File: src/rtl/gradient_engine.sv
// Central-difference x/y gradient engine with edge replication over a runtime-sized image in BRAM.
// Optional |gx|+|gy| magnitude output is enabled with `define GRADIENT_MAG_EN.
module gradient_engine #(
  parameter int MAX_WIDTH    = 64,
  parameter int MAX_HEIGHT   = 64,
  parameter int BIT_DEPTH    = 8,
  parameter int ADDR_WIDTH   = 13,
  parameter int READ_LATENCY = 2,
  parameter int HALF_SCALE   = 1
) (
  input  logic                          clk_in,
  input  logic                          rst_n_in,
  input  logic                          start_in,
  input  logic [$clog2(MAX_WIDTH):0]    img_width_in,
  input  logic [$clog2(MAX_HEIGHT):0]   img_height_in,
  input  logic [ADDR_WIDTH-1:0]         read_base_in,
  input  logic [ADDR_WIDTH-1:0]         write_base_in,
  output logic [ADDR_WIDTH-1:0]         ext_read_addr,
  output logic                          ext_read_addr_valid,
  input  logic [BIT_DEPTH-1:0]          ext_pixel_in,
  output logic [ADDR_WIDTH-1:0]         x_write_addr,
  output logic                          x_write_valid,
  output logic [BIT_DEPTH:0]            x_pixel_out,
  output logic [ADDR_WIDTH-1:0]         y_write_addr,
  output logic                          y_write_valid,
  output logic [BIT_DEPTH:0]            y_pixel_out,
  output logic                          busy_out,
  output logic                          gradient_done
`ifdef GRADIENT_MAG_EN
  ,
  output logic [BIT_DEPTH:0]            mag_pixel_out
`endif
);

  // state | meaning
  // IDLE  | waiting for start_in; zero-size frames finish here
  // ISSUE | four reads: left, right, up, down neighbour
  // WAIT  | READ_LATENCY cycles for the last return
  // WRITE | gx/gy written, raster position advances
  localparam int WW = $clog2(MAX_WIDTH) + 1;
  localparam int HW = $clog2(MAX_HEIGHT) + 1;
  localparam int AW = ADDR_WIDTH;
  localparam int RL = READ_LATENCY;

  typedef enum logic [3:0] {
    S_IDLE  = 4'b0001,
    S_ISSUE = 4'b0010,
    S_WAIT  = 4'b0100,
    S_WRITE = 4'b1000
  } state_t;

  state_t state, state_nxt;

  logic [WW-1:0]        w_q, x_q, x_last, w_clamp, col_l, col_r;
  logic [HW-1:0]        h_q, y_q, y_last, h_clamp;
  logic [AW-1:0]        rbase_q, wbase_q, row_off_q, w_ext, off_u, off_d, rd_addr;
  logic [1:0]           idx_q;
  logic [2:0]           wait_cnt_q;
  logic [RL-1:0]        tag_v;
  logic [1:0]           tag_i [RL];
  logic [BIT_DEPTH-1:0] pix_l, pix_r, pix_u, pix_d;
  logic                 done_q, zero_sz, last_px;
  logic signed [BIT_DEPTH:0] op_l, op_r, op_u, op_d, dx, dy, gx_v, gy_v;

  assign w_clamp = (img_width_in > WW'(MAX_WIDTH)) ? WW'(MAX_WIDTH) : img_width_in;
  assign h_clamp = (img_height_in > HW'(MAX_HEIGHT)) ? HW'(MAX_HEIGHT) : img_height_in;
  assign zero_sz = (w_clamp == '0) || (h_clamp == '0);
  assign x_last  = w_q - WW'(1);
  assign y_last  = h_q - HW'(1);
  assign last_px = (x_q == x_last) && (y_q == y_last);
  assign w_ext   = AW'(w_q);

  always_ff @(posedge clk_in or negedge rst_n_in) begin
    if (!rst_n_in) state <= S_IDLE;
    else           state <= state_nxt;
  end

  always_comb begin
    state_nxt = state;
    case (state)
      S_IDLE:  if (start_in && !zero_sz) state_nxt = S_ISSUE;
      S_ISSUE: if (idx_q == 2'd3) state_nxt = S_WAIT;
      S_WAIT:  if (wait_cnt_q == 3'd0) state_nxt = S_WRITE;
      S_WRITE: state_nxt = last_px ? S_IDLE : S_ISSUE;
      default: state_nxt = S_IDLE;
    endcase
  end

  always_comb begin
    ext_read_addr_valid = 1'b0;
    x_write_valid       = 1'b0;
    y_write_valid       = 1'b0;
    busy_out            = (state != S_IDLE);
    case (state)
      S_ISSUE: ext_read_addr_valid = 1'b1;
      S_WRITE: begin
        x_write_valid = 1'b1;
        y_write_valid = 1'b1;
      end
      default: ;
    endcase
  end

  always_ff @(posedge clk_in or negedge rst_n_in) begin
    if (!rst_n_in) begin
      w_q        <= '0;
      h_q        <= '0;
      rbase_q    <= '0;
      wbase_q    <= '0;
      x_q        <= '0;
      y_q        <= '0;
      row_off_q  <= '0;
      idx_q      <= '0;
      wait_cnt_q <= '0;
      done_q     <= 1'b0;
    end else begin
      done_q <= (state == S_IDLE && start_in && zero_sz) || (state == S_WRITE && last_px);
      case (state)
        S_IDLE: if (start_in) begin
          w_q       <= w_clamp;
          h_q       <= h_clamp;
          rbase_q   <= read_base_in;
          wbase_q   <= write_base_in;
          x_q       <= '0;
          y_q       <= '0;
          row_off_q <= '0;
          idx_q     <= '0;
        end
        S_ISSUE: begin
          idx_q <= idx_q + 2'd1;
          if (idx_q == 2'd3) wait_cnt_q <= 3'(RL - 1);
        end
        S_WAIT: if (wait_cnt_q != 3'd0) wait_cnt_q <= wait_cnt_q - 3'd1;
        S_WRITE: begin
          if (x_q == x_last) begin
            x_q       <= '0;
            y_q       <= y_q + HW'(1);
            row_off_q <= row_off_q + w_ext;
          end else begin
            x_q <= x_q + WW'(1);
          end
        end
        default: ;
      endcase
    end
  end

  // Each read carries its neighbour index down a tag pipe matching the BRAM latency.
  always_ff @(posedge clk_in or negedge rst_n_in) begin
    if (!rst_n_in) begin
      tag_v <= '0;
      for (int i = 0; i < RL; i++) tag_i[i] <= '0;
      pix_l <= '0;
      pix_r <= '0;
      pix_u <= '0;
      pix_d <= '0;
    end else begin
      tag_v[0] <= (state == S_ISSUE);
      tag_i[0] <= idx_q;
      for (int i = 1; i < RL; i++) begin
        tag_v[i] <= tag_v[i-1];
        tag_i[i] <= tag_i[i-1];
      end
      if (tag_v[RL-1]) begin
        case (tag_i[RL-1])
          2'd0: pix_l <= ext_pixel_in;
          2'd1: pix_r <= ext_pixel_in;
          2'd2: pix_u <= ext_pixel_in;
          default: pix_d <= ext_pixel_in;
        endcase
      end
    end
  end

  always_comb begin
    col_l = (x_q == '0) ? x_q : x_q - WW'(1);
    col_r = (x_q == x_last) ? x_q : x_q + WW'(1);
    off_u = (y_q == '0) ? row_off_q : row_off_q - w_ext;
    off_d = (y_q == y_last) ? row_off_q : row_off_q + w_ext;
    case (idx_q)
      2'd0:    rd_addr = rbase_q + row_off_q + AW'(col_l);
      2'd1:    rd_addr = rbase_q + row_off_q + AW'(col_r);
      2'd2:    rd_addr = rbase_q + off_u + AW'(x_q);
      default: rd_addr = rbase_q + off_d + AW'(x_q);
    endcase
    ext_read_addr = (state == S_ISSUE) ? rd_addr : '0;
    x_write_addr  = (state == S_WRITE) ? wbase_q + row_off_q + AW'(x_q) : '0;
    y_write_addr  = x_write_addr;
  end

  always_comb begin
    op_l = $signed({1'b0, pix_l});
    op_r = $signed({1'b0, pix_r});
    op_u = $signed({1'b0, pix_u});
    op_d = $signed({1'b0, pix_d});
    dx   = op_r - op_l;
    dy   = op_d - op_u;
    gx_v = (HALF_SCALE != 0) ? (dx >>> 1) : dx;
    gy_v = (HALF_SCALE != 0) ? (dy >>> 1) : dy;
    x_pixel_out = (state == S_WRITE) ? gx_v : '0;
    y_pixel_out = (state == S_WRITE) ? gy_v : '0;
  end

  assign gradient_done = done_q;

`ifdef GRADIENT_MAG_EN
  logic signed [BIT_DEPTH+1:0] gx_w, gy_w;
  logic [BIT_DEPTH+1:0]        abs_x, abs_y, mag_sum;

  always_comb begin
    gx_w    = {gx_v[BIT_DEPTH], gx_v};
    gy_w    = {gy_v[BIT_DEPTH], gy_v};
    abs_x   = gx_w[BIT_DEPTH+1] ? -gx_w : gx_w;
    abs_y   = gy_w[BIT_DEPTH+1] ? -gy_w : gy_w;
    mag_sum = abs_x + abs_y;
    if (state != S_WRITE)         mag_pixel_out = '0;
    else if (mag_sum[BIT_DEPTH+1]) mag_pixel_out = '1;
    else                          mag_pixel_out = mag_sum[BIT_DEPTH:0];
  end
`endif

endmodule

File: config.mk
export PLATFORM = sky130hd
export DESIGN_NAME = gradient_engine
export DESIGN_NICKNAME = d
export VERILOG_FILES = /design/src/rtl/gradient_engine.sv
export SDC_FILE = /design/constraint.sdc
export NUM_CORES = 1
export LEC_CHECK = 0
export ABC_AREA = 1
export BUFFER_PORTS_ARGS = -buffer_cell sky130_fd_sc_hd__buf_2
export CORE_MARGIN = 3
export CORE_UTILIZATION = 50
export CTS_BUF_LIST = sky130_fd_sc_hd__clkbuf_16
export DETAILED_ROUTE_END_ITERATION = 10
export MAX_ROUTING_LAYER = met4
export PLACE_DENSITY = 0.7
export SLEW_MARGIN = 5
export SYNTH_ARGS = -nofsm -noshare
export SYNTH_HDL_FRONTEND = slang
export SYNTH_SLANG_ARGS = --single-unit
File: constraint.sdc
create_clock -name clk_in -period 4.84 [get_ports clk_in]
set_input_delay 0.242 -clock clk_in [delete_from_list [all_inputs] [get_ports clk_in]]
set_output_delay 0.242 -clock clk_in [all_outputs]
set_load 0.03 [all_outputs]
==> results of run 1 <==
stage by stage:
stage	TNS [ns]	util, %	total power [W]
floorplan	0	-	0.00408
global placement	0	55.3	0.00488
detailed placement	0	55.3	0.00494
CTS	0	58.3	0.00627
global route	-0.118	59.5	0.00699
finish	0	59.5	0.00642
flip-flops by register name, indices dropped and copies added, names as in the netlist, 7 cells and up:
register,cells
h_q,7
pix_d,8
pix_l,8
pix_r,8
pix_u,8
rbase_q,13
row_off_q,13
w_q,7
wbase_q,13
x_q,7
y_q,7
cell families (layout without fill, tap and decap cells):
group,after synthesis,count (layout),synth area share [%]
mux,1,1,0.0945
compound gates,287,287,14.6
buf+inv,261,391,10.1
simple gates,639,639,25.1
xor+xnor,53,53,4.45
fa+ha+maj,139,139,18.5
flops,115,115,27.2
cells in the mapped netlist, drive strengths merged (3+ instances only):
cell    count  area [sq um]
a21o        3          22.5
nand3      91           465
a31oi      14          87.6
a21oi      97           485
nor2      110           415
clkbuf     24          90.1
nor3       23           131
nand3b      3          22.5
nand2     386          1460
o21bai      7          52.6
o211ai      4          30.0
fa         30           601
nand4      16           100
xnor2      10          87.6
dfrtp     114          2850
o21a        3          22.5
xor2       43           384
buf        22           168
o21ai     138           698
ha        109          1360
o22ai      14          87.6
inv       213           800
or2         7          43.8
layout make-up:
type	count	area, sq um
Timing Repair inverter	2	15.0
Timing Repair Buffer	142	796
Clock inverter	15	165
Clock buffer	17	425
Multi-Input combinational cell	1119	6790
Fill cell	1980	8330
Inverter	215	818
Tap cell	270	338
Sequential cell	115	2880
worst max path at each step:
stage,startpoint,end,slack [ns]
global placement,row_off_q[1],ext_read_addr[8],0.40
global route,w_q[0],ext_read_addr[12],-0.07
CTS,row_off_q[0],ext_read_addr[9],0.007
floorplan,h_q[0],ext_read_addr[9],0.40
detailed placement,row_off_q[1],ext_read_addr[9],0.39
finish,w_q[0],ext_read_addr[12],0.21
layout by cell type (no fill, tap or decap), types with 17 or more instances in the layout:
master     instances
nor2_1           107
dfrtp_1          111
nand3_1           88
clkbuf_16         17
inv_1            204
xor2_1            42
nand2_1          379
o21ai_0          117
buf_4             34
a21oi_1           91
ha_1              99
buf_2            108
fa_1              28
nor3_1            18
power by group:
| part | total [W] | internal [W] | leakage [nW] | switching [W] |
|---|---|---|---|---|
| clock | 0.00128 | 0.000804 | 0.287 | 0.000477 |
| combinational | 0.00356 | 0.00130 | 4.94 | 0.00226 |
| sequential | 0.00158 | 0.00129 | 1.45 | 0.000293 |
| total | 0.00642 | 0.00339 | 6.67 | 0.00303 |
critical path: stages (launching register included):
cell and delay, ns:
dfrtp_1 0.41, inv_2 0.06, ha_2 0.20, xnor2_1 0.24, xor2_1 0.11, inv_1 0.08, nand4_1 0.16, nor3_4 0.25
inv_2 0.09, ha_1 0.29, mux2i_1 0.16, ha_1 0.19, inv_1 0.05, fa_1 0.39, inv_1 0.11, nand4_1 0.12
nand3_2 0.10, nand2_1 0.08, nand2_2 0.09, nand2_2 0.09, nor2_4 0.14, nand2_1 0.06, nand2_1 0.05, nand3_1 0.07
nand2_1 0.07, nand2_1 0.05, nor2_1 0.10, buf_4 0.16
routing by layer:
| metal | vias up | global-route usage, % |
|---|---|---|
| li1 | 5086 | - |
| met1 | 4797 | 36.9 |
| met2 | 376 | 44.3 |
| met3 | 40 | 5.23 |
| met4 | 0 | 6.78 |
| met5 | - | - |
timing repair:
item | CTS | global route
setup endpoints to repair | 5 | 10
setup buffers | 0 | 14
pin swaps | 0 | 6
cloned | 2 | 0
gates resized for setup | 6 | 56
==> results.yml, run 1 <==
setup_path:
  path_class: "flip-flop to output port"
  required_ns: 4.60
  reg2reg_from: "w_q[0]"
  critPathLaunchType: "flip-flop"
  reg2regPathDepth: 13
  rr_endpoint: "row_off_q[5]"
  ff2ff_setup_slack_ns: 2.24
  crit_path_max_fanout: 4
  endpoint_kind: "output port"
  critPathArrivalTime_ns: 4.39
finish:
  design_area_sq_um: 12200
  drive_above_1_share_pct: 14.5
  instances_no_fill: 1895
  syn2layout_area_growth_pct: 15.4
  antenna_cells: 0
  nNetsFinal: 1802
floorplan:
  pin_count: 113
  fp.dieW_microns: 152
  initial_core_util_pct: 51.5
  die_area_sq_um: 23000
  coreArea_sq_um: 20600
  die_h_microns: 152
  rows: 52
power:
  ir_drop_mv: 0.218
  p_leak_nw: 6.67
  power.density_nw_per_um2: 525
yosys:
  ys_seq_area_share_pct: 27.2
  ys.flop_type: "dfrtp_1"
  synth_seq_cells: 115
  syn_avg_cell_area_sq_um: 7.09
  synthesis.nets: 1685
  async_reset_ff_share_pct: 100
  synth_edf_count: 0
  synth_cells: 1495
  ys_warn_count: 0
  yosysUniqueCellTypes: 45
  netlist_area_sq_um: 10600
timing:
  fin_skew_ns: 0.0162
  worstMarginPinSlew_ns: 0.948
  rsz0062_at_grt: "true"
  setup_slack_ns: 0.208
  finalCriticalPeriod_ns: 4.63
  min_period_over_period_pct: 95.7
  setup_viol: 0
  timing.hold.ws_ns: -0.0491
  hold_viol: 48
  slew_headroom_pct: 36.8
  final_max_slew_viol_count: 0
  fmax_mhz: 216
routing:
  num_vias: 10300
  drt_first_iter_violations: 603
  avgRoutedWirePerCell_microns: 16.2
  wl_met3_microns: 2340
  first_pass_iters: 5
  drc: 0
  wl_met2_microns: 14300
  vias_per_cell: 5.43
  postRouteAntennaNets: 0
  drt_wl_total_microns: 30600
  top_layer_used: "met4"
  wl_met1_microns: 13600
cts:
  cts_buffer_depth: 2
  cts_root_buffer: "clkbuf_16"
  cts_tree: "yes"
  cts_buffers: 17
  path_clk_slew_ns: 0.06
  clock_latency_ns: 0.43
  cts.sinks: 115
  hold_buffers: 0
  htree_levels: 4
global_routing:
  overflow: 0
  grt_max_degree: 75
  grtUsageTotal_pct: 27.8
  antenna_found_initial: 0
  grt_pass1_wl_microns: 48800
  grt_pass1_vias: 9712
placed_design:
  hpwl_microns: 23600
  port_buffers: 112
  dp_slack_ns: 0.386
  gp_congestion: 0.973
  placed_cell_area_sq_um: 11400
  place_inst: 1847
run_status:
  status: "complete, but fails checks"
  violations: "hold timing"
run:
  cap_violations: 0
min_path:
  holdCritPathClass: "primary input to async pin"
Power figures use the tool's default switching activity.
==> run 2, diff against run 1 <==
- GPL_ROUTABILITY_DRIVEN: unset -> 0
- REMOVE_ABC_BUFFERS: unset -> 1
==> run 2 against run 1 <==
The run now ends clean. Core utilization increased by 0.43 points. First-iteration DRC count increased by 17%. Sequential cell count unchanged. Wire length decreased by 3.6%.
==> results.yml, run 2 (same netlist as run 1, synthesis figures left out) <==
setup_path:
  critPathArrivalTime_ns: 4.36
  crit_family: "adder cells"
  crit_path_top_delay_cell: "fa_1"
  reg2reg_from: "w_q[0]"
  path_class: "flip-flop to output port"
  required_ns: 4.60
  crit_top_cell: "nand2_1"
  crit_start: "h_q[0]"
  critPathLaunchType: "flip-flop"
  crit_path_max_fanout: 6
  endpoint_kind: "output port"
  critPathMaxStageDelay_ns: 0.62
  cp.buffers_inverters: 4
finish:
  reg.largest.list: "rbase_q (13), row_off_q (13), wbase_q (13)"
  drive_above_1_share_pct: 14.6
  nNetsFinal: 1805
  final_common_cell: "nand2_1"
  antenna_cells: 0
  fillerInstances: 1943
  design_area_sq_um: 12300
  syn2layout_area_growth_pct: 16.3
  final_cell_mix: "nand2_1, inv_1, o21ai_0"
routing:
  num_vias: 10300
  vias_per_cell: 5.40
  postRouteAntennaNets: 0
  top_layer_used: "met4"
  drt_wl_total_microns: 29500
  wl_met3_microns: 1710
  wl_met1_microns: 13200
  wl_met2_microns: 13900
  drc: 0
  avgRoutedWirePerCell_microns: 15.6
  drt_first_iter_violations: 707
  first_pass_iters: 5
timing:
  min_period_over_period_pct: 95.1
  setup_viol: 0
  finalCriticalPeriod_ns: 4.60
  rsz0062_at_grt: "true"
  worstMarginPinSlew_ns: 0.872
  final_max_slew_viol_count: 0
  fmax_mhz: 217
  fin_skew_ns: 0.0103
  slew_headroom_pct: 41.9
  hold_viol: 0
floorplan:
  die_h_microns: 152
  coreArea_sq_um: 20600
  pin_count: 113
  initial_core_util_pct: 51.5
  fp.dieW_microns: 152
  die_area_sq_um: 23000
  rows: 52
min_path:
  hp-start: "write_base_in[12]"
  holdCritPathClass: "primary input to flip-flop"
power:
  power.density_nw_per_um2: 522
  p_leak_nw: 6.70
  ir_drop_mv: 0.280
  power_w: 0.00643
cts:
  cts_tree: "yes"
  cts_root_buffer: "clkbuf_16"
  cts.sinks: 115
  cts_buffer_depth: 2
  clock_latency_ns: 0.43
  cts_buffers: 17
  htree_levels: 4
  path_clk_slew_ns: 0.06
global_routing:
  grtUsageTotal_pct: 26.8
  antenna_found_initial: 0
  overflow: 0
  grt_pass1_vias: 9462
  grt_max_degree: 68
  grt_pass1_wl_microns: 47200
placed_design:
  placed_cell_area_sq_um: 11400
  port_buffers: 112
  hpwl_microns: 22400
run:
  cap_violations: 0
run_status:
  status: "completed"
## run 2: metrics by stage
stage               utilization, %  hold slack, ns  setup WS [ns]  setup TNS, ns  cells
finish                        59.9         0.00853          0.236              0   1898
global placement              55.2           0.335          0.374              0   1845
detailed placement            55.2           0.343          0.253              0   1845
global route                  59.9          0.0162        -0.0624         -0.111   1898
CTS                           58.5         0.00204         0.0141              0   1883
floorplan                        -         -0.0536         -0.376          -1.50   1449
## run 2: final cells by class
class                   count  area, sq um  share of cell area [%]
clock inverters            15          190                    1.54
multi-input cells        1119         6830                    55.4
well taps                 270          338                    2.74
inverters                 215          815                    6.61
repair inverters            2         15.0                   0.122
flip-flops and latches    115         2880                    23.4
repair buffers            145          832                    6.75
clock buffers              17          425                    3.45
## run 2: final timing paths
kind | to | slack (ns) | cells past startpoint
min in group asynchronous | pix_l[7] | 0.44 | 2
min reg2reg | tag_i[0] | 0.36 | 0
min | wbase_q[12] | 0.009 | 3
max | ext_read_addr[9] | 0.24 | 25
max reg2reg | row_off_q[4] | 2.28 | 13
max in group asynchronous | rbase_q[10] | 3.16 | 3
## run 2: where the power goes
group	switching [W]	leakage (nW)	internal (W)
Clock	0.000491	0.301	0.000856
Combinational	0.00220	4.96	0.00130
Sequential	0.000283	1.45	0.00129
## run 2: repair_timing
action	CTS	global route
cloned	2	0
pin swaps	0	7
hold buffers	3	0
setup endpoints to repair	4	7
endpoints found under the hold margin	67	0
buffers inserted	1	15
resized for setup	10	61
## run 2: worst min-delay path: stages
cell and delay, ns:
buf_2 0.07, nand2_1 0.04, nand2_1 0.05
## run 2: metal layers
metal	track usage, %	vias to the layer above
met2	43.5	328
li1	-	5107
met3	3.81	55
met1	34.9	4762
met4	8.58	0
met5	-	-
